[src/rtl/rstack_pkg.sv]
// Shared constants for the return-address stack: overflow policy codes and
// the default geometry of the 4-bit core's call stack.
package rstack_pkg;

  localparam int OVF_DISCARD = 0;
  localparam int OVF_REJECT  = 1;

  localparam int RS_ADDR_W = 10;
  localparam int RS_DEPTH  = 5;

endpackage

[src/rtl/pc_return_stack.sv]
// Parametrised return-address stack beside the program counter: CALL pushes,
// RET/RETSK pops and the PC reloads from top. Shift-array storage, entry 0 is top.
module pc_return_stack
  import rstack_pkg::*;
#(
  parameter int ADDR_W     = RS_ADDR_W,
  parameter int DEPTH      = RS_DEPTH,
  parameter int OVF_POLICY = OVF_DISCARD,
  parameter int CNT_W      = $clog2(DEPTH + 1)
) (
  input  logic                       clk,
  input  logic                       RESET,
  input  logic                       push,
  input  logic                       pop,
  input  logic [ADDR_W-1:0]          push_data,
  input  logic                       clr_flags,
  input  logic [$clog2(DEPTH)-1:0]   rd_idx,
  output logic [ADDR_W-1:0]          top,
  output logic [ADDR_W-1:0]          rd_data,
  output logic [CNT_W-1:0]           count,
  output logic                       empty,
  output logic                       full,
  output logic                       overflow,
  output logic                       underflow
);

  localparam logic [CNT_W-1:0] CNT_MAX = CNT_W'(DEPTH);

  logic [ADDR_W-1:0] entry     [DEPTH];
  logic [ADDR_W-1:0] entry_nxt [DEPTH];
  logic [CNT_W-1:0]  count_nxt;
  logic              ovf_set;
  logic              unf_set;

  assign empty = (count == '0);
  assign full  = (count == CNT_MAX);
  assign top   = entry[0];

  always_comb begin
    entry_nxt = entry;
    count_nxt = count;
    ovf_set   = 1'b0;
    unf_set   = 1'b0;
    if (push && pop) begin
      // Replace: only the top changes; on empty it acts as a push that also flags underflow.
      entry_nxt[0] = push_data;
      if (empty) begin
        count_nxt = CNT_W'(1);
        unf_set   = 1'b1;
      end
    end else if (push) begin
      ovf_set = full;
      if (!(full && (OVF_POLICY == OVF_REJECT))) begin
        entry_nxt[0] = push_data;
        for (int i = 1; i < DEPTH; i++) begin
          entry_nxt[i] = entry[i-1];
        end
      end
      if (!full) begin
        count_nxt = count + CNT_W'(1);
      end
    end else if (pop) begin
      // Bottom entry is left in place so repeated pops keep returning it.
      for (int i = 0; i < DEPTH - 1; i++) begin
        entry_nxt[i] = entry[i+1];
      end
      unf_set = empty;
      if (!empty) begin
        count_nxt = count - CNT_W'(1);
      end
    end
  end

  always_ff @(posedge clk or negedge RESET) begin
    if (!RESET) begin
      for (int i = 0; i < DEPTH; i++) begin
        entry[i] <= '0;
      end
      count     <= '0;
      overflow  <= 1'b0;
      underflow <= 1'b0;
    end else begin
      entry     <= entry_nxt;
      count     <= count_nxt;
      overflow  <= ovf_set | (overflow & ~clr_flags);
      underflow <= unf_set | (underflow & ~clr_flags);
    end
  end

  // Out-of-range debug indices read as zero.
  always_comb begin
    rd_data = '0;
    for (int i = 0; i < DEPTH; i++) begin
      if (int'(rd_idx) == i) begin
        rd_data = entry[i];
      end
    end
  end

endmodule

[config.mk]
export PLATFORM = sky130hd
export DESIGN_NAME = pc_return_stack
export DESIGN_NICKNAME = d
export VERILOG_FILES = /design/src/rtl/rstack_pkg.sv /design/src/rtl/pc_return_stack.sv
export SDC_FILE = /design/constraint.sdc
export NUM_CORES = 1
export LEC_CHECK = 0
export ABC_AREA = 1
export CAP_MARGIN = 20
export CORE_ASPECT_RATIO = 2
export CORE_UTILIZATION = 30
export CTS_CLUSTER_SIZE = 30
export DETAILED_ROUTE_END_ITERATION = 7
export PLACE_DENSITY = 0.62
export SLEW_MARGIN = 20
export SYNTH_ARGS = -nofsm -noshare
export SYNTH_HDL_FRONTEND = slang
export SYNTH_SLANG_ARGS = --single-unit
[constraint.sdc]
create_clock -name clk -period 1.2 [get_ports clk]
set_input_delay 0.24 -clock clk [delete_from_list [all_inputs] [get_ports clk]]
set_output_delay 0.24 -clock clk [all_outputs]
set_load 0.01 [all_outputs]
Word-level counts from Yosys, hierarchy flattened
Index checks and enable logic that the tools add are counted.
{ "op_classes": {"n_mul": 0, "bitwise_logic": 6, "div": 0, "shifts": 0, "mux": 20, "n_lt_le_gt_ge": 0, "addsub": 2, "n_eq_ne": 8, "n_reduce_logical": 8} }
{ "ops": {"columns": ["cell", "n"], "rows": [
  ["40-bit 2-to-1 mux", 2],
  ["10-bit 2-to-1 mux", 6],
  ["3-bit 2-to-1 mux", 6],
  ["3-bit equality test, second input constant", 4],
  ["3-bit zero test", 2],
  ["1-bit 2-to-1 mux", 6],
  ["3-bit by 2-bit != test with 1-bit output, second input constant", 2],
  ["2-bit AND reduction", 2],
  ["4-bit AND reduction", 1],
  ["3-bit by 1-bit adder with 3-bit output, second input constant", 1],
  ["3-bit by 2-bit equality test with 1-bit output, second input constant", 1],
  ["3-bit nonzero test", 1],
  ["3-bit by 1-bit subtractor with 3-bit output, second input constant", 1],
  ["1-bit AND", 2],
  ["2-bit != test, second input constant", 1],
  ["1-bit inverter", 2],
  ["1-bit OR", 2],
  ["2-bit nonzero test", 1],
  ["1-bit logical AND", 1]
]} }
{ "totals": {"elab_cells": 52, "latchBits": 0, "ramBits": 0, "rom_bits": 0, "n_memories": 0, "regBits": 55, "output_inout_bits": 27} }

Longest topological paths before layout
Gate-level depths: netlist (run 1).
{ "depth": {"word_depth": 6, "ltp_mapped": 10, "mapped_depth_nobuf": 8} }

Worst setup path after synthesis (run 1)
Ideal clock, no wire load.
{ "synth_timing": {"kind": "in2reg", "from": "input push", "to": "register entry[10] in the netlist's numbering", "n_path_buf": 4, "required_time_ns": 1.118, "slack_ns": -0.379, "t_arrival_ns": 1.497, "path_stages": 8, "setup_time_ns": 0.082, "cell_sequence": "buf_2 > inv_2 > buf_2 > ha_1 > clkbuf_1 > clkbuf_1 > nor2_1 > a31oi_1"} }
{ "synth_between": {"elab_chain_len": 3, "word_cells_on_any_way": 5, "classes_between": "mux (1); bitwise (1); reduce/logical (3)"} }
{ "synth_lines": {"columns": ["element", "line", "source"], "rows": [
  ["from (decl)", "pc_return_stack.sv:13", "input logic push,"],
  ["1-bit logical AND", "pc_return_stack.sv:44", "if (push && pop) begin"],
  ["1-bit inverter (no source line)", null, null],
  ["2-bit AND reduction (no source line)", null, null],
  ["to (signal assigned)", "pc_return_stack.sv:83", "entry <= entry_nxt;"],
  ["to (decl)", "pc_return_stack.sv:29", "logic [ADDR_W-1:0] entry [DEPTH];"]
]} }
Parallel ways exist; a longest one is shown, timed or not.
A chain may end at the register's enable or synchronous reset.

Worst setup path in the final report (run 1)
{ "layout_timing": {"from": "input rd_idx[1]", "to": "output rd_data[0]"} }
{ "layout_between": {"elab_chain_len": 6, "word_cells_on_any_way": 10, "classes_between": "eq/ne (4); mux (5); reduce/logical (1)"} }
{ "layout_lines": {"columns": ["element", "line", "source"], "rows": [
  ["from (decl)", "pc_return_stack.sv:17", "input logic [$clog2(DEPTH)-1:0] rd_idx,"],
  ["3-bit zero test", "pc_return_stack.sv:94", "if (int'(rd_idx) == i) begin"],
  ["10-bit 2-to-1 mux (4 in series)", "pc_return_stack.sv:94", null],
  ["10-bit 2-to-1 mux *", "pc_return_stack.sv:94", null],
  ["to (decl)", "pc_return_stack.sv:19", "output logic [ADDR_W-1:0] rd_data,"]
]} }
Mark *: on every way between the ends. The rest lies on a longest branch, timed or not.

==> metrics.log, run 1 <==
INFO  metric power = 8.19 mW
INFO  metric cpMostUsedCell = sky130_fd_sc_hd__buf_12
INFO  metric placementRows = 51
INFO  metric gp_congestion = 0.790
INFO  metric grt_pass1_wl = 15.2 mm
INFO  metric placed_cells_incl_taps = 648
INFO  metric ys_seq_elements = 55
INFO  metric final_cells = 668
INFO  metric tritoncts = done
INFO  metric synth.top_cell.area_share = 46.0%
INFO  metric drtAntennaViolNets = 0
INFO  metric drt-pass1-iter-count = 5
INFO  metric root_buffer = sky130_fd_sc_hd__clkbuf_16
INFO  metric yosys_warnings = 0
INFO  metric die_w = 72.6 um
INFO  metric power_switching_share = 32.9%
INFO  metric core = 0.00970 mm2
INFO  metric cp_slowest_stage_delay = 220 ps
INFO  metric power_switching = 2.70 mW
INFO  metric grt_overflow_total = 0
INFO  metric power.density = 1670 mW/mm2
INFO  metric yosys-top-cells-area = sky130_fd_sc_hd__dfrtp_1 (46%), sky130_fd_sc_hd__nand2_1 (16%), sky130_fd_sc_hd__nor2_1 (8.4%), sky130_fd_sc_hd__a31oi_1 (4.2%), sky130_fd_sc_hd__inv_1 (3.4%)
INFO  metric critPathCaptureType = output pin
INFO  metric synth_area_per_cell = 7.40 um2
INFO  metric synthesized_net_count = 426
INFO  metric initial_utilization = 30.8%
INFO  metric routed_wire_length_per_instance = 13.7 um
INFO  metric die-area = 0.0104 mm2
INFO  metric number_of_antenna_violations_at_the_first_check_in_global_routing = 0
INFO  metric failing_checks = negative setup slack
INFO  metric drt-total-wl = 9.14 mm
INFO  metric cts_buffers = 5
INFO  metric detail_route.drc_violations = 0
INFO  metric worstSetupPathType = in2out
INFO  metric total_global_routing_track_utilization = 18.9%
INFO  metric slowest_stage_cell_cp = sky130_fd_sc_hd__nor3_4
INFO  metric timing.max_slew.rel_slack = 76.1%
INFO  metric grt_pass1_vias = 3322
INFO  metric crit_chain = buf_12 > buf_12 > nor3_4 > buf_6 > nand2_4 > nand2_2 > nor2_2 > nand3_1 > buf_2
INFO  metric drt_first_iter_violations = 149
INFO  metric clock_slew_at_reported_path_ffs = 70 ps
INFO  metric clk-insertion-delay-late = 300 ps
INFO  metric netlist_area = 0.00299 mm2
INFO  metric synthDistinctLibCells = 19
INFO  metric worst-path-max-fanout = 5
INFO  metric fmaxAchievable = 666 MHz
INFO  metric layout_setup_ws = -302 ps
INFO  metric finalHoldViolCount = 0
INFO  metric leakage = 2.36 nW
INFO  metric finalNetCount = 557
INFO  metric pin_count_of_the_biggest_net_entering_global_routing = 43
INFO  metric area.growth.synth_to_final = 63.6%
INFO  metric finalMaxSlewViolations = 0
INFO  metric internal_power = 5.49 mW
INFO  metric cp.required = 960 ps
INFO  metric grt_setup_unrepaired = true
INFO  metric final.min_clock_period = 1500 ps
INFO  metric pwr-share-seq = 32.5%
INFO  metric netlist.top_cell.by_area = sky130_fd_sc_hd__dfrtp_1
INFO  metric status = complete, but fails checks
INFO  metric timing.critical_path.from_type = primary input
INFO  metric finClkSkew = 4.73 ps
INFO  metric cp_data_arrival_time = 1260 ps
INFO  metric fin_setup_tns = -3360 ps
INFO  metric min-delay-path-class = in2async
INFO  metric num_antenna_cells = 0
INFO  metric layout_filler_cell_count = 930
INFO  metric clock_sink_count = 55
INFO  metric vias = 3081
INFO  metric fraction_of_final_layout_cells_with_drive_strength_greater_than_1 = 40.1%
INFO  metric post_route_cell_area = 0.00489 mm2
INFO  metric max_cap_check_violation_count = 0
INFO  metric boundaryPins = 45
INFO  metric die-height = 143 um
INFO  metric syn_inst = 404
INFO  metric seq_area = 0.00138 mm2
INFO  metric finish.utilization = 50.4%
INFO  metric max_slew.worst_pin.slew = 358 ps
INFO  metric setup_crit_start = rd_idx[1]
INFO  metric regToRegStartpoint = count[1]
INFO  metric hpwlAfterDp = 6.07 mm
INFO  metric synth.yosys.seq_area_share = 46.0%
INFO  metric pwr-share-comb = 46.5%
INFO  metric htreeDepth = 2
INFO  metric clockBufferDepth = 2
INFO  metric clock_power_share = 21.0%
INFO  metric multiInputGateArea = 0.00156 mm2
INFO  metric preCtsSetupSlack = -1060 ps
INFO  metric finalHoldWorstSlack = 377 ps
INFO  metric fin_crit_sh = 125%
INFO  metric route.detailed.vias_per_inst = 4.61
INFO  metric vdd_drop_max = 1380 uV
INFO  metric setup_viol_count_final = 20
INFO  metric placement.io_buffers = 44
INFO  metric place_area = 0.00432 mm2
-- registers in the layout, summed over array words and instances (netlist names) --
register,cells
top,10
count,3
overflow,1
underflow,1
entry,40
-- worst max-delay path, delay by kind of cell --
kind,cells,cell delay [ps]
buf+inv,4,550
simple gates,5,460
-- power by group through the flow --
stage | Combinational, mW | Sequential, mW | Clock [mW]
global placement | 3.11 | 2.64 | 0
detailed placement | 3.17 | 2.66 | 0
finish | 3.81 | 2.67 | 1.72
global route | 4.16 | 2.73 | 1.81
floorplan | 1.26 | 2.76 | 0
CTS | 3.38 | 2.65 | 1.74
-- cells in the mapped netlist --
| cell type | n |
|---|---|
| sky130_fd_sc_hd__nor2_1 | 67 |
| sky130_fd_sc_hd__buf_6 | 1 |
| sky130_fd_sc_hd__buf_4 | 10 |
| sky130_fd_sc_hd__o221ai_1 | 1 |
| sky130_fd_sc_hd__buf_2 | 3 |
| sky130_fd_sc_hd__inv_1 | 27 |
| sky130_fd_sc_hd__o21ai_0 | 17 |
| sky130_fd_sc_hd__ha_1 | 3 |
| sky130_fd_sc_hd__a31oi_1 | 20 |
| sky130_fd_sc_hd__mux2_2 | 6 |
| sky130_fd_sc_hd__clkbuf_1 | 16 |
| sky130_fd_sc_hd__nand3_1 | 17 |
| sky130_fd_sc_hd__nand2_1 | 124 |
| sky130_fd_sc_hd__fa_1 | 1 |
| sky130_fd_sc_hd__inv_2 | 3 |
| sky130_fd_sc_hd__a21oi_1 | 20 |
| sky130_fd_sc_hd__o22ai_1 | 10 |
| sky130_fd_sc_hd__nor3_2 | 3 |
| sky130_fd_sc_hd__dfrtp_1 | 55 |
-- cells by family after synthesis --
family | count (synthesis) | share of synthesized area (%)
simple gates | 211 | 27.8
fa+ha+maj | 4 | 1.93
compound gates | 68 | 12.8
mux | 6 | 2.26
buf+inv | 60 | 9.17
flops | 55 | 46.0
-- final timing paths --
check | to | cells after the start | slack (ps)
setup / recovery | rd_data[0] | 9 | -300
hold / removal | entry[14] | 2 | 380
setup reg to reg | count[1] | 6 | -160
hold reg to reg | overflow | 2 | 540
max in group asynchronous | entry[1] | 3 | 280
min in group clk | overflow | 2 | 540
-- layout make-up --
type                    instances  share of cell area, %
multi-input cells             289                   32.0
repair buffers                154                   30.4
flip-flops and latches         55                   28.2
well taps                     132                   3.38
clock buffers                   6                   2.84
inverters                      30                   2.46
clock inverters                 2                  0.716
-- cell usage in the layout (no fill, tap or decap), drive strengths merged, types with 2 or more instances in the layout --
cell type,count
ha,3
nor2,67
mux2,6
a31oi,20
nor3,3
buf,136
clkdlybuf4s15,2
nand3,17
inv,30
nand2,124
o21ai,17
o22ai,10
clkdlybuf4s50,11
a21oi,20
clkbuf,9
dfrtp,55
-- per-layer routing --
layer | track usage [%] | vias to the layer above | wire (um)
li1 | - | 1550 | -
met1 | 21.1 | 1441 | 3360
met2 | 33.2 | 69 | 5140
met3 | 2.68 | 21 | 318
met4 | 10.8 | 0 | 328
met5 | 0 | - | 0
-- timing repair --
action,in CTS,in global routing
endpoints found under the hold margin,13,0
hold buffers,1,0
endpoints found under the setup margin,82,32
cloned,2,2
gates resized for setup,165,71
pin swaps,14,32
buffers inserted,10,9
No activity file was read; power rests on OpenSTA's default activity.
==> run 2, diff against run 1 <==
CORE_ASPECT_RATIO = 1.1   (was 2)
clock period = 1.3 ns   (was 1.2 ns; I/O delays follow)
==> run 2 against run 1 <==
  * The flow still finishes with violations (negative setup slack)
  * First-iteration DRC count fell by 12%
  * Cell area decreased by 2.0%
  * Sequential power decreased by 7.5%
  * Sequential share of layout area rose by 0.58 points
  * Utilization down 0.18 points
  * Worst setup slack improved by 41 ps
  * Critical endpoint is now rd_data[8]
==> metrics.log, run 2 (same netlist as run 1, synthesis figures left out) <==
INFO  metric status = complete, but fails checks
INFO  metric failing_checks = negative setup slack
INFO  metric finish.utilization = 50.2%
INFO  metric grt_pass1_wl = 15.8 mm
INFO  metric leakage = 2.36 nW
INFO  metric timing.max_slew.rel_slack = 78.2%
INFO  metric htreeDepth = 2
INFO  metric min-delay-path-class = in2async
INFO  metric layout_filler_cell_count = 906
INFO  metric vias = 3222
INFO  metric final.min_clock_period = 1560 ps
INFO  metric drt-pass1-iter-count = 4
INFO  metric critPathCaptureType = output pin
INFO  metric finalHoldViolCount = 0
INFO  metric fmaxAchievable = 641 MHz
INFO  metric multiInputGateArea = 0.00153 mm2
INFO  metric area.growth.synth_to_final = 60.3%
INFO  metric power.density = 1420 mW/mm2
INFO  metric mostFrequentLayoutCells = sky130_fd_sc_hd__nand2_1 (109), sky130_fd_sc_hd__buf_4 (89), sky130_fd_sc_hd__nor2_1 (55)
INFO  metric die-height = 107 um
INFO  metric cp_data_arrival_time = 1300 ps
INFO  metric cp.required = 1040 ps
INFO  metric layout_setup_ws = -261 ps
INFO  metric gp_congestion = 0.784
INFO  metric drt_first_iter_violations = 131
INFO  metric largest_register_ffs = 40
INFO  metric finalMaxSlewViolations = 0
INFO  metric seq_area = 0.00138 mm2
INFO  metric setup_viol_count_final = 17
INFO  metric worst-path-max-fanout = 2
INFO  metric max_cap_check_violation_count = 0
INFO  metric detail_route.drc_violations = 0
INFO  metric grt_setup_unrepaired = true
INFO  metric vdd_drop_max = 938 uV
INFO  metric regMostFlops = entry
INFO  metric pin_count_of_the_biggest_net_entering_global_routing = 56
INFO  metric initial_utilization = 31.3%
INFO  metric number_of_antenna_violations_at_the_first_check_in_global_routing = 0
INFO  metric power = 6.80 mW
INFO  metric clk-insertion-delay-late = 330 ps
INFO  metric post_route_cell_area = 0.00479 mm2
INFO  metric clock_slew_at_reported_path_ffs = 120 ps
INFO  metric worstSetupPathType = reg2out
INFO  metric core = 0.00954 mm2
INFO  metric finalNetCount = 566
INFO  metric drt-total-wl = 9.56 mm
INFO  metric placementRows = 37
INFO  metric placement.io_buffers = 44
INFO  metric final_common_cell = sky130_fd_sc_hd__nand2_1
INFO  metric finClkSkew = 13.2 ps
INFO  metric grt_overflow_total = 0
INFO  metric max_slew.worst_pin.slew = 326 ps
INFO  metric hpwlAfterDp = 5.99 mm
INFO  metric routed_wire_length_per_instance = 14.4 um
INFO  metric finalHoldWorstSlack = 457 ps
INFO  metric fin_crit_sh = 120%
INFO  metric place_area = 0.00416 mm2
INFO  metric grt_pass1_vias = 3296
INFO  metric drtAntennaViolNets = 0
INFO  metric boundaryPins = 45
INFO  metric clock_sink_count = 55
INFO  metric route.detailed.vias_per_inst = 4.87
INFO  metric fraction_of_final_layout_cells_with_drive_strength_greater_than_1 = 39.3%
INFO  metric die_w = 97.2 um
INFO  metric clockBufferDepth = 2
INFO  metric timing.critical_path.from_type = flop
INFO  metric tritoncts = done
INFO  metric num_antenna_cells = 0
INFO  metric die-area = 0.0104 mm2
INFO  metric cts_buffers = 5
INFO  metric total_global_routing_track_utilization = 19.1%
INFO  metric root_buffer = sky130_fd_sc_hd__clkbuf_8
INFO  metric preCtsSetupSlack = -1040 ps
[run 2: cell count changes in the layout (fill, tap and decap cells not counted), sizes merged]
cell and change:
clkdlybuf4s15 -1, bufinv -1, buf +10, bufbuf +1, clkinv +1, clkbuf -3
dlygate4sd2 +2
[run 2: metal layers]
| layer | track usage (%) | share of wire, % |
|---|---|---|
| met5 | 0 | 0 |
| met4 | 7.04 | 2.5 |
| met3 | 2.87 | 3.0 |
| met2 | 34.4 | 51 |
| met1 | 23.2 | 43 |
[run 2: repair_timing]
item | 4_1_cts | 5_1_grt
pin swaps | 28 | 23
hold endpoints to repair | 55 | 0
resized for setup | 167 | 52
setup endpoints to repair | 70 | 23
buffers inserted | 15 | 16
hold buffers | 1 | 0
cloned | 5 | 0
[run 2: worst paths after layout]
path / depth (start not counted) / slack, ps / startpoint / endpoint
worst max-delay path: 6 / -260 / top[8] / rd_data[8]
worst min-delay path: 3 / 460 / RESET / entry[33]
worst max register to register: 6 / -60 / count[0] / count[1]
worst min register to register: 2 / 530 / overflow / overflow
max in group asynchronous: 3 / 540 / RESET / count[0]
min in group clk: 2 / 530 / overflow / overflow
[run 2: through the flow]
step           std cells  TNS, ps
2_1_floorplan        404        0
3_3_place_gp         621   -29890
3_5_place_dp         621   -31300
4_1_cts              649    -2210
5_1_grt              662    -3070
6_report             662    -2030
[run 2: cell type report]
class / instances / area share (%)
Multi-Input combinational cell: 289 / 31.9
Timing Repair Buffer: 163 / 31.8
Sequential cell: 55 / 28.8
Tap cell: 117 / 3.06
Inverter: 30 / 2.51
Clock buffer: 6 / 1.51
Clock inverter: 2 / 0.366
[run 2: where the power goes]
part	internal [mW]	switching (mW)
sequential	2.16	0.309
combinational	1.84	1.48
clock	0.390	0.631
total	4.39	2.42
[run 2: worst max-delay path: stages, from the launching register on]
cell	delay [ps]
sky130_fd_sc_hd__dfrtp_1	400
sky130_fd_sc_hd__buf_6	130
sky130_fd_sc_hd__nand2_4	50
sky130_fd_sc_hd__nand2_2	50
sky130_fd_sc_hd__nor2_2	130
sky130_fd_sc_hd__nand3_2	100
sky130_fd_sc_hd__buf_6	130
==> run 3, diff against run 2 <==
CORE_UTILIZATION = 49   (was 30)
PLACE_DENSITY = 0.87   (was 0.62)
==> run 3 against run 2 <==
  * The run still ends with negative setup slack left
  * Global-route usage is 12 points higher
  * Clock power shrank 9%
  * Cell area shrank 6.7%
  * Combinational power rose by 5%
  * Non-clock buffer count down 10
  * Final cell count decreased by 7.9%
  * Critical path depth is the same
  * Clock skew decreased by 3.3 ps
  * Critical path type unchanged
  * Largest cell class unchanged
==> metrics.log, run 3 (same netlist as run 1, synthesis figures left out) <==
INFO  metric placement.io_buffers = 44
INFO  metric mostFrequentLayoutCells = sky130_fd_sc_hd__nand2_1 (112), sky130_fd_sc_hd__buf_4 (89), sky130_fd_sc_hd__nor2_1 (58)
INFO  metric timing.max_slew.rel_slack = 74.3%
INFO  metric route.detailed.vias_per_inst = 5.62
INFO  metric slowest_stage_cell_cp = sky130_fd_sc_hd__dfrtp_1
INFO  metric die-height = 83.9 um
INFO  metric vdd_drop_max = 1530 uV
INFO  metric vias = 3428
INFO  metric clockBufferDepth = 2
INFO  metric placementRows = 29
INFO  metric area.growth.synth_to_final = 49.6%
INFO  metric fraction_of_final_layout_cells_with_drive_strength_greater_than_1 = 37.1%
INFO  metric fin_crit_sh = 120%
INFO  metric drt_first_iter_violations = 259
INFO  metric seq_area = 0.00138 mm2
INFO  metric critPathCaptureType = output pin
INFO  metric drtAntennaViolNets = 0
INFO  metric initial_utilization = 51.2%
INFO  metric final.min_clock_period = 1550 ps
INFO  metric finish.utilization = 76.5%
INFO  metric power.density = 1550 mW/mm2
INFO  metric grt_pass1_wl = 15.5 mm
INFO  metric root_buffer = sky130_fd_sc_hd__clkbuf_8
INFO  metric min-delay-path-class = in2async
INFO  metric status = complete, but fails checks
INFO  metric worst_path_buffer_plus_inverter_count = 2
INFO  metric boundaryPins = 45
INFO  metric clock_slew_at_reported_path_ffs = 100 ps
INFO  metric drt-pass1-iter-count = 5
INFO  metric largest_register_ffs = 40
INFO  metric grt_setup_unrepaired = true
INFO  metric worst-path-max-fanout = 2
INFO  metric detail_route.drc_violations = 0
INFO  metric max_cap_check_violation_count = 0
INFO  metric finClkSkew = 9.96 ps
INFO  metric core = 0.00584 mm2
INFO  metric pin_count_of_the_biggest_net_entering_global_routing = 43
INFO  metric routed_wire_length_per_instance = 16.6 um
INFO  metric clock_sink_count = 55
INFO  metric cp.required = 1040 ps
INFO  metric clk-insertion-delay-late = 320 ps
INFO  metric layout_filler_cell_count = 366
INFO  metric gp_congestion = 0.878
INFO  metric drt-total-wl = 10.1 mm
INFO  metric fmaxAchievable = 643 MHz
INFO  metric preCtsSetupSlack = -992 ps
INFO  metric multiInputGateArea = 0.00149 mm2
INFO  metric critPathTopFamily = flip-flops
INFO  metric setup_viol_count_final = 18
INFO  metric leakage = 2.22 nW
INFO  metric layout_setup_ws = -255 ps
INFO  metric timing.critical_path.from_type = flop
INFO  metric max_slew.worst_pin.slew = 386 ps
INFO  metric tritoncts = done
INFO  metric rrSetupSlack = -150 ps
INFO  metric hpwlAfterDp = 6.08 mm
INFO  metric cp_slowest_stage_delay = 420 ps
INFO  metric die-area = 0.00642 mm2
INFO  metric num_antenna_cells = 0
INFO  metric grt_overflow_total = 0
INFO  metric number_of_antenna_violations_at_the_first_check_in_global_routing = 0
INFO  metric total_global_routing_track_utilization = 30.9%
INFO  metric die_w = 76.5 um
INFO  metric finalMaxSlewViolations = 0
INFO  metric worstSetupPathType = reg2out
INFO  metric regMostFlops = entry
INFO  metric cts_buffers = 5
INFO  metric grt_pass1_vias = 3418
INFO  metric cp_data_arrival_time = 1290 ps
INFO  metric htreeDepth = 2
INFO  metric failing_checks = negative setup slack
INFO  metric final_common_cell = sky130_fd_sc_hd__nand2_1
INFO  metric crit_chain = buf_6 > nand2_2 > nand2_1 > nor2_1 > nand3_1 > buf_2
INFO  metric finalHoldViolCount = 0
INFO  metric finalHoldWorstSlack = 415 ps
INFO  metric finalNetCount = 556
run 3: area by class of cell:
| cell class | count | area share, % |
|---|---|---|
| multi-input combinational | 289 | 33.3 |
| clock inverter | 1 | 0.168 |
| clock buffer | 5 | 1.54 |
| tap | 77 | 2.16 |
| inverter | 30 | 2.69 |
| sequential | 55 | 30.8 |
| timing repair buffer | 153 | 29.3 |
run 3: path summary, 6_finish.rpt:
kind | startpoint | end | cells past startpoint
setup / recovery | top[8] | rd_data[8] | 6
hold / removal | RESET | count[2] | 2
setup reg to reg | count[1] | count[1] | 6
hold reg to reg | overflow | overflow | 2
max in group asynchronous | RESET | entry[15] | 3
min in group clk | overflow | overflow | 2
run 3: through the flow:
stage	cells	power [mW]	instance area (um2)	setup TNS (ps)
after floorplan	404	3.69	3070	0
final	610	6.94	4470	-2350
after global routing	610	7.25	4470	-3110
after detailed placement	583	5.31	4150	-31920
after CTS	604	6.37	4310	-2130
after global placement	583	5.16	4150	-28560
run 3: what timing repair did:
item | 4_1_cts | 5_1_grt
endpoints found under the hold margin | 13 | 0
endpoints found under the setup margin | 82 | 19
gates resized for setup | 158 | 38
pin swaps | 28 | 27
hold buffers | 1 | 0
buffers inserted | 15 | 10
run 3: metal layers:
metal,up-vias,routed length (um),global-route usage (%)
met5,-,0,0
met3,53,628,4.26
met1,1639,3610,34.1
li1,1551,-,-
met4,0,526,15.6
met2,185,5340,57.3
run 3: report_power, final:
part | internal (mW) | leakage, nW | switching [mW]
Sequential | 2.16 | 0.642 | 0.359
Clock | 0.360 | 0.0361 | 0.573
Combinational | 1.83 | 1.54 | 1.65
Total | 4.35 | 2.22 | 2.58
run 3: worst register-to-register path, stage by stage, from the launching register on:
cell and delay [ps]:
sky130_fd_sc_hd__dfrtp_2 480, sky130_fd_sc_hd__buf_6 150, sky130_fd_sc_hd__inv_4 50, sky130_fd_sc_hd__fa_2 450, sky130_fd_sc_hd__nor2_4 120, sky130_fd_sc_hd__nand3_2 80
sky130_fd_sc_hd__nand2_1 60
==> patch 1: new RTL, flow settings as in run 1 <==
Put one more register stage on the output `overflow`, cleared by the reset. The value now appears one clock later. The other outputs are not delayed to match.
--- a/src/rtl/pc_return_stack.sv
+++ b/src/rtl/pc_return_stack.sv
@@ -25,6 +25,8 @@
 );
 
   localparam logic [CNT_W-1:0] CNT_MAX = CNT_W'(DEPTH);
+
+  logic overflow_s0;
 
   logic [ADDR_W-1:0] entry     [DEPTH];
   logic [ADDR_W-1:0] entry_nxt [DEPTH];
@@ -77,12 +79,12 @@
         entry[i] <= '0;
       end
       count     <= '0;
-      overflow  <= 1'b0;
+      overflow_s0 <= 1'b0;
       underflow <= 1'b0;
     end else begin
       entry     <= entry_nxt;
       count     <= count_nxt;
-      overflow  <= ovf_set | (overflow & ~clr_flags);
+      overflow_s0 <= ovf_set | (overflow_s0 & ~clr_flags);
       underflow <= unf_set | (underflow & ~clr_flags);
     end
   end
@@ -97,5 +99,13 @@
     end
   end
 
+  always_ff @(posedge clk or negedge RESET) begin
+    if (!RESET) begin
+      overflow <= '0;
+    end else begin
+      overflow <= overflow_s0;
+    end
+  end
+
 endmodule
 
Function: changed (a bounded check fails within 10 cycles, from zero or initial values and one cycle with RESET low).
==> patch 1 against run 1 <==
- the flow still finishes with violations (setup timing)
- die area increased by 0.82%
- synthesized cell count increased by 0.25%
- total power decreased by 1.8%
- routed wire length increased by 2.9%
- worst setup slack got worse by 18 ps
- sequential power increased by 2%
- final area decreased by 0.72%
- area after synthesis increased by 0.84%
- first-iteration DRC count increased by 13%
- maximum frequency decreased by 1.2%
- global-route usage about the same
- sequential share of layout area increased by 0.72 points
- sequential cell count increased by 1
- largest cell class is now buffers
==> patch 1: results (changes against run 1) <==
Outcome
  – Outcome: complete, but fails checks
  – Failing checks: setup timing

Global route
  – First-pass GRT wire length: 15000 µm (-0.91%)
  – GRT Total Usage: 18.8% (-0.040 points)
  – Vias in the first global route: 3213 (-3.3%)
  – Largest net degree at the start of global routing: 57 (+33%)
  – Grt met2 use: 34.8% (+1.6 points)
  – Met1 capacity usage during global routing: 20.5% (-0.64 points)
  – Met3 usage: 2.45% (-0.23 points)

Place
  – RePlAce Congestion: 0.904 (+14%)
  – DP HPWL: 6270 µm (+3.3%)
  – Pre-CTS setup slack: -1060 ps (+1.64 ps)

Cells and area
  – Layout cells sized above 1: 37.1% (-3.0 points)

Yosys
  – Synth Area in Compound Gates: 12.7% (-0.11 points)
  – Post-synthesis adder-cell area fraction: 1.91% (-0.016 points)
  – Sequential fraction of the synthesis area: 46.5% (+0.45 points)
  – Area contributors post-synth: dfrtp_1 46%, nand2_1 15%, nor2_1 8.3%
  – Multiplexer area fraction after synthesis: 2.24% (-0.019 points)
  – Synth cell count leaders: 124 x nand2_1, 67 x nor2_1, 56 x dfrtp_1
  – Gate Count Post-Synth: 405 (+0.25%)
  – Post-Syn Nets: 427 (+0.23%)

STA
  – Setup ws final: -320 ps (-17.8 ps)
  – Clk_skew: 3.29 ps (-1.44 ps)
  – Finish-stage setup viols: 17 (-15%)

Worst hold path
  – Worst Hold Class: register to register

Drt
  – DRT Wirelength: 9410 µm (+2.9%)
  – Detailed Routing Iterations Pass 1: 4 (-1)
  – Routed length per instance: 14.0 µm (+2.5%)

Setup path
  – Arr. time, crit path: 1280 ps (+20 ps)
  – Reg2Reg Setup Slack: -190 ps (-30 ps)

Power
  – VDD IR max: 1.30 mV (-5.5%)
  – Static Leakage: 2.35 nW (-0.41%)
patch 1: cell count changes after synthesis:
cell     before  now
dfrtp_1      55   56
patch 1: worst max-delay path by stage:
stage,start,end,cells after the start
detailed placement,rd_idx[0],rd_data[8],9
global placement,rd_idx[0],rd_data[8],9
floorplan,push,entry[21],8
CTS,rd_idx[1],rd_data[4],9
finish,rd_idx[1],rd_data[3],9
global route,rd_idx[1],rd_data[3],9
patch 1: metrics by stage:
step / area [µm²] / hold slack (ps) / TNS [ps]
4_1_cts: 4640 / 384 / -3820
3_3_place_gp: 4340 / 264 / -37300
5_1_grt: 4850 / 398 / -4500
6_report: 4850 / 384 / -3570
2_1_floorplan: 3120 / -55.6 / -1580
3_5_place_dp: 4340 / 267 / -39000
patch 1: critical path: stages:
cell and delay [ps]:
buf_6 90, buf_6 130, nor3_4 240, clkbuf_16 210, nand2_1 50, nand2_1 70, nor2_1 50, nand3_1 60
buf_2 130
patch 1: final cells by class:
type	count	area (µm²)
Clock buffer	7	143
Clock inverter	1	7.51
Fill cell	897	4910
Inverter	30	125
Multi-Input combinational cell	289	1500
Sequential cell	56	1400
Tap cell	132	165
Timing Repair Buffer	156	1510
patch 1: report_power, final:
group,internal (W),total [W],switching [W]
clock,0.000834,0.00152,0.000685
combinational,0.00209,0.00380,0.00171
sequential,0.00239,0.00272,0.000336
total,0.00531,0.00804,0.00273
patch 1: repair_timing:
action | 4_1_cts | 5_1_grt
pin swaps | 19 | 22
endpoints found under the setup margin | 81 | 34
endpoints found under the hold margin | 56 | 0
gates cloned | 3 | 1
resized for setup | 157 | 58
setup buffers | 14 | 6
hold buffers | 1 | 0
patch 1: per-layer routing:
layer  routed length (µm)  vias to the layer above
li1                     -                     1564
met1                 3560                     1505
met2                 5410                       48
met3                  212                       12
met4                  231                        0
met5                    0                        -
==> patch 2: new RTL, flow settings as in run 1 <==
Made on the original files. Change the package constant `RS_ADDR_W` from 10 to 9.
--- a/src/rtl/rstack_pkg.sv
+++ b/src/rtl/rstack_pkg.sv
@@ -5,7 +5,7 @@
   localparam int OVF_DISCARD = 0;
   localparam int OVF_REJECT  = 1;
 
-  localparam int RS_ADDR_W = 10;
+  localparam int RS_ADDR_W = 9;
   localparam int RS_DEPTH  = 5;
 
 endpackage
Ports: changed (resized push_data, rd_data and top); port bits go from 45 to 42. No check against the original RTL was run, so the function may have changed too.
==> patch 2 against run 1 <==
- sequential cell count shrank 5
- the run still ends with setup timing left
- combinational power down 9.4%
- routed wire length down 11%
- count of clock-buffer cells in the layout up 1
- total power is 10% lower
- largest cell class unchanged
- final area is 11% lower
- clock power down 16%
- clock skew down 0.65 ps
- area after synthesis shrank 8.2%
- largest power group unchanged
- worst setup slack better by 70 ps
==> patch 2: results (changes against run 1) <==
Outcome
  – Outcome: complete, but fails checks
  – Failing checks: setup timing

STA
  – Finish-stage setup viols: 17 (-15%)
  – Setup TNS: -2720 ps (+645 ps)
  – Worst Tran Pin Value: 276 ps (-82.0 ps)
  – Setup ws final: -232 ps (+69.9 ps)
  – Clk_skew: 4.08 ps (-0.647 ps)

Place
  – Port bufs: 41 (-6.8%)
  – Placed insts: 558 (-14%)
  – RePlAce Congestion: 0.829 (+4.9%)
  – Placed instance area: 0.00393 mm² (-9.0%)
  – DP HPWL: 5620 µm (-7.6%)

Yosys
  – Synth cell count leaders: 97 x nand2_1, 50 x dfrtp_1, 42 x nor2_1
  – Synth Area in Compound Gates: 13.2% (+0.42 points)
  – Multiplexer area fraction after synthesis: 3.70% (+1.4 points)
  – Sequential fraction of the synthesis area: 45.6% (-0.42 points)
  – Avg Synthesized Cell Area: 7.77 µm² (+5.0%)
  – Cell variety after synth: 24 (+5)
  – Area contributors post-synth: dfrtp_1 46%, nand2_1 13%, nor2_1 5.7%
  – Post-Syn Nets: 374 (-12%)

Global route
  – GRT Total Usage: 18.1% (-0.77 points)
  – First-pass GRT wire length: 13400 µm (-12%)
  – Largest net degree at the start of global routing: 51 (+19%)
  – Vias in the first global route: 2820 (-15%)

Drt
  – Via density: 4.88 (+5.8%)
  – Routed length per instance: 14.1 µm (+2.8%)

Cells and area
  – Area of the multi-input gates: 0.00138 mm² (-12%)
  – Max reg flops: 36 (-10%)
  – # fillers: 833 (-10%)
  – Fin cells: 580 (-13%)
  – Layout cells sized above 1: 39.7% (-0.36 points)
  – Fin nets: 498 (-11%)

Clock tree
  – Post-CTS Setup Inserts: 11 (+1)
  – Cts repair resizes: 172 (+4.2%)

Power
  – VDD IR max: 0.968 mV (-30%)
  – Static Leakage: 2.05 nW (-13%)

Setup path
  – Arr. time, crit path: 1190 ps (-70 ps)
  – CP Max Fanout: 3 (-2)
patch 2: cell types whose count changed after synthesis, sizes merged, moves of 2 or more:
cell / before / now
buf: 14 / 20
nand3: 17 / 14
nor2: 67 / 44
a31oi: 20 / 18
dfrtp: 55 / 50
nand4: 0 / 9
a21oi: 20 / 17
o21ai: 17 / 20
nand2: 124 / 97
mux2: 6 / 9
clkbuf: 16 / 6
patch 2: area by class of cell:
class	instances	share of cell area, %
Inverter	32	3.02
Clock inverter	1	0.115
Timing Repair Buffer	143	30.3
Tap cell	102	2.93
Multi-Input combinational cell	245	31.6
Sequential cell	50	28.8
Clock buffer	7	3.27
patch 2: final timing paths:
path | startpoint | to | slack, ps | cells after the start
max | count[0] | empty | -230 | 5
min | RESET | entry[30] | 460 | 3
max reg2reg | count[0] | count[1] | -220 | 7
min reg2reg | overflow | overflow | 530 | 2
max in group asynchronous | RESET | count[1] | 490 | 3
min in group clk | push | top[6] | 480 | 4
patch 2: report_power, final:
part	switching, W	internal [W]
Combinational	0.00152	0.00193
Clock	0.000626	0.000828
Sequential	0.000306	0.00215
patch 2: layer usage:
layer / GRT usage [%] / up-vias / part of all wire, %
li1: - / 1399 / -
met1: 19.5 / 1346 / 38
met2: 34.0 / 68 / 56
met3: 3.15 / 16 / 3.4
met4: 8.44 / 0 / 2.9
met5: 0 / - / 0
patch 2: logic make-up after synthesis:
group / after synthesis
buf+inv: 58
compound gates: 65
flops: 50
simple gates: 167
mux: 9
fa+ha+maj: 4
patch 2: worst max-delay path: stages (launching register included):
cell     delay, ps
dfrtp_1        410
buf_6          140
nor2_4         120
nand2_2         70
inv_1           50
buf_2          110
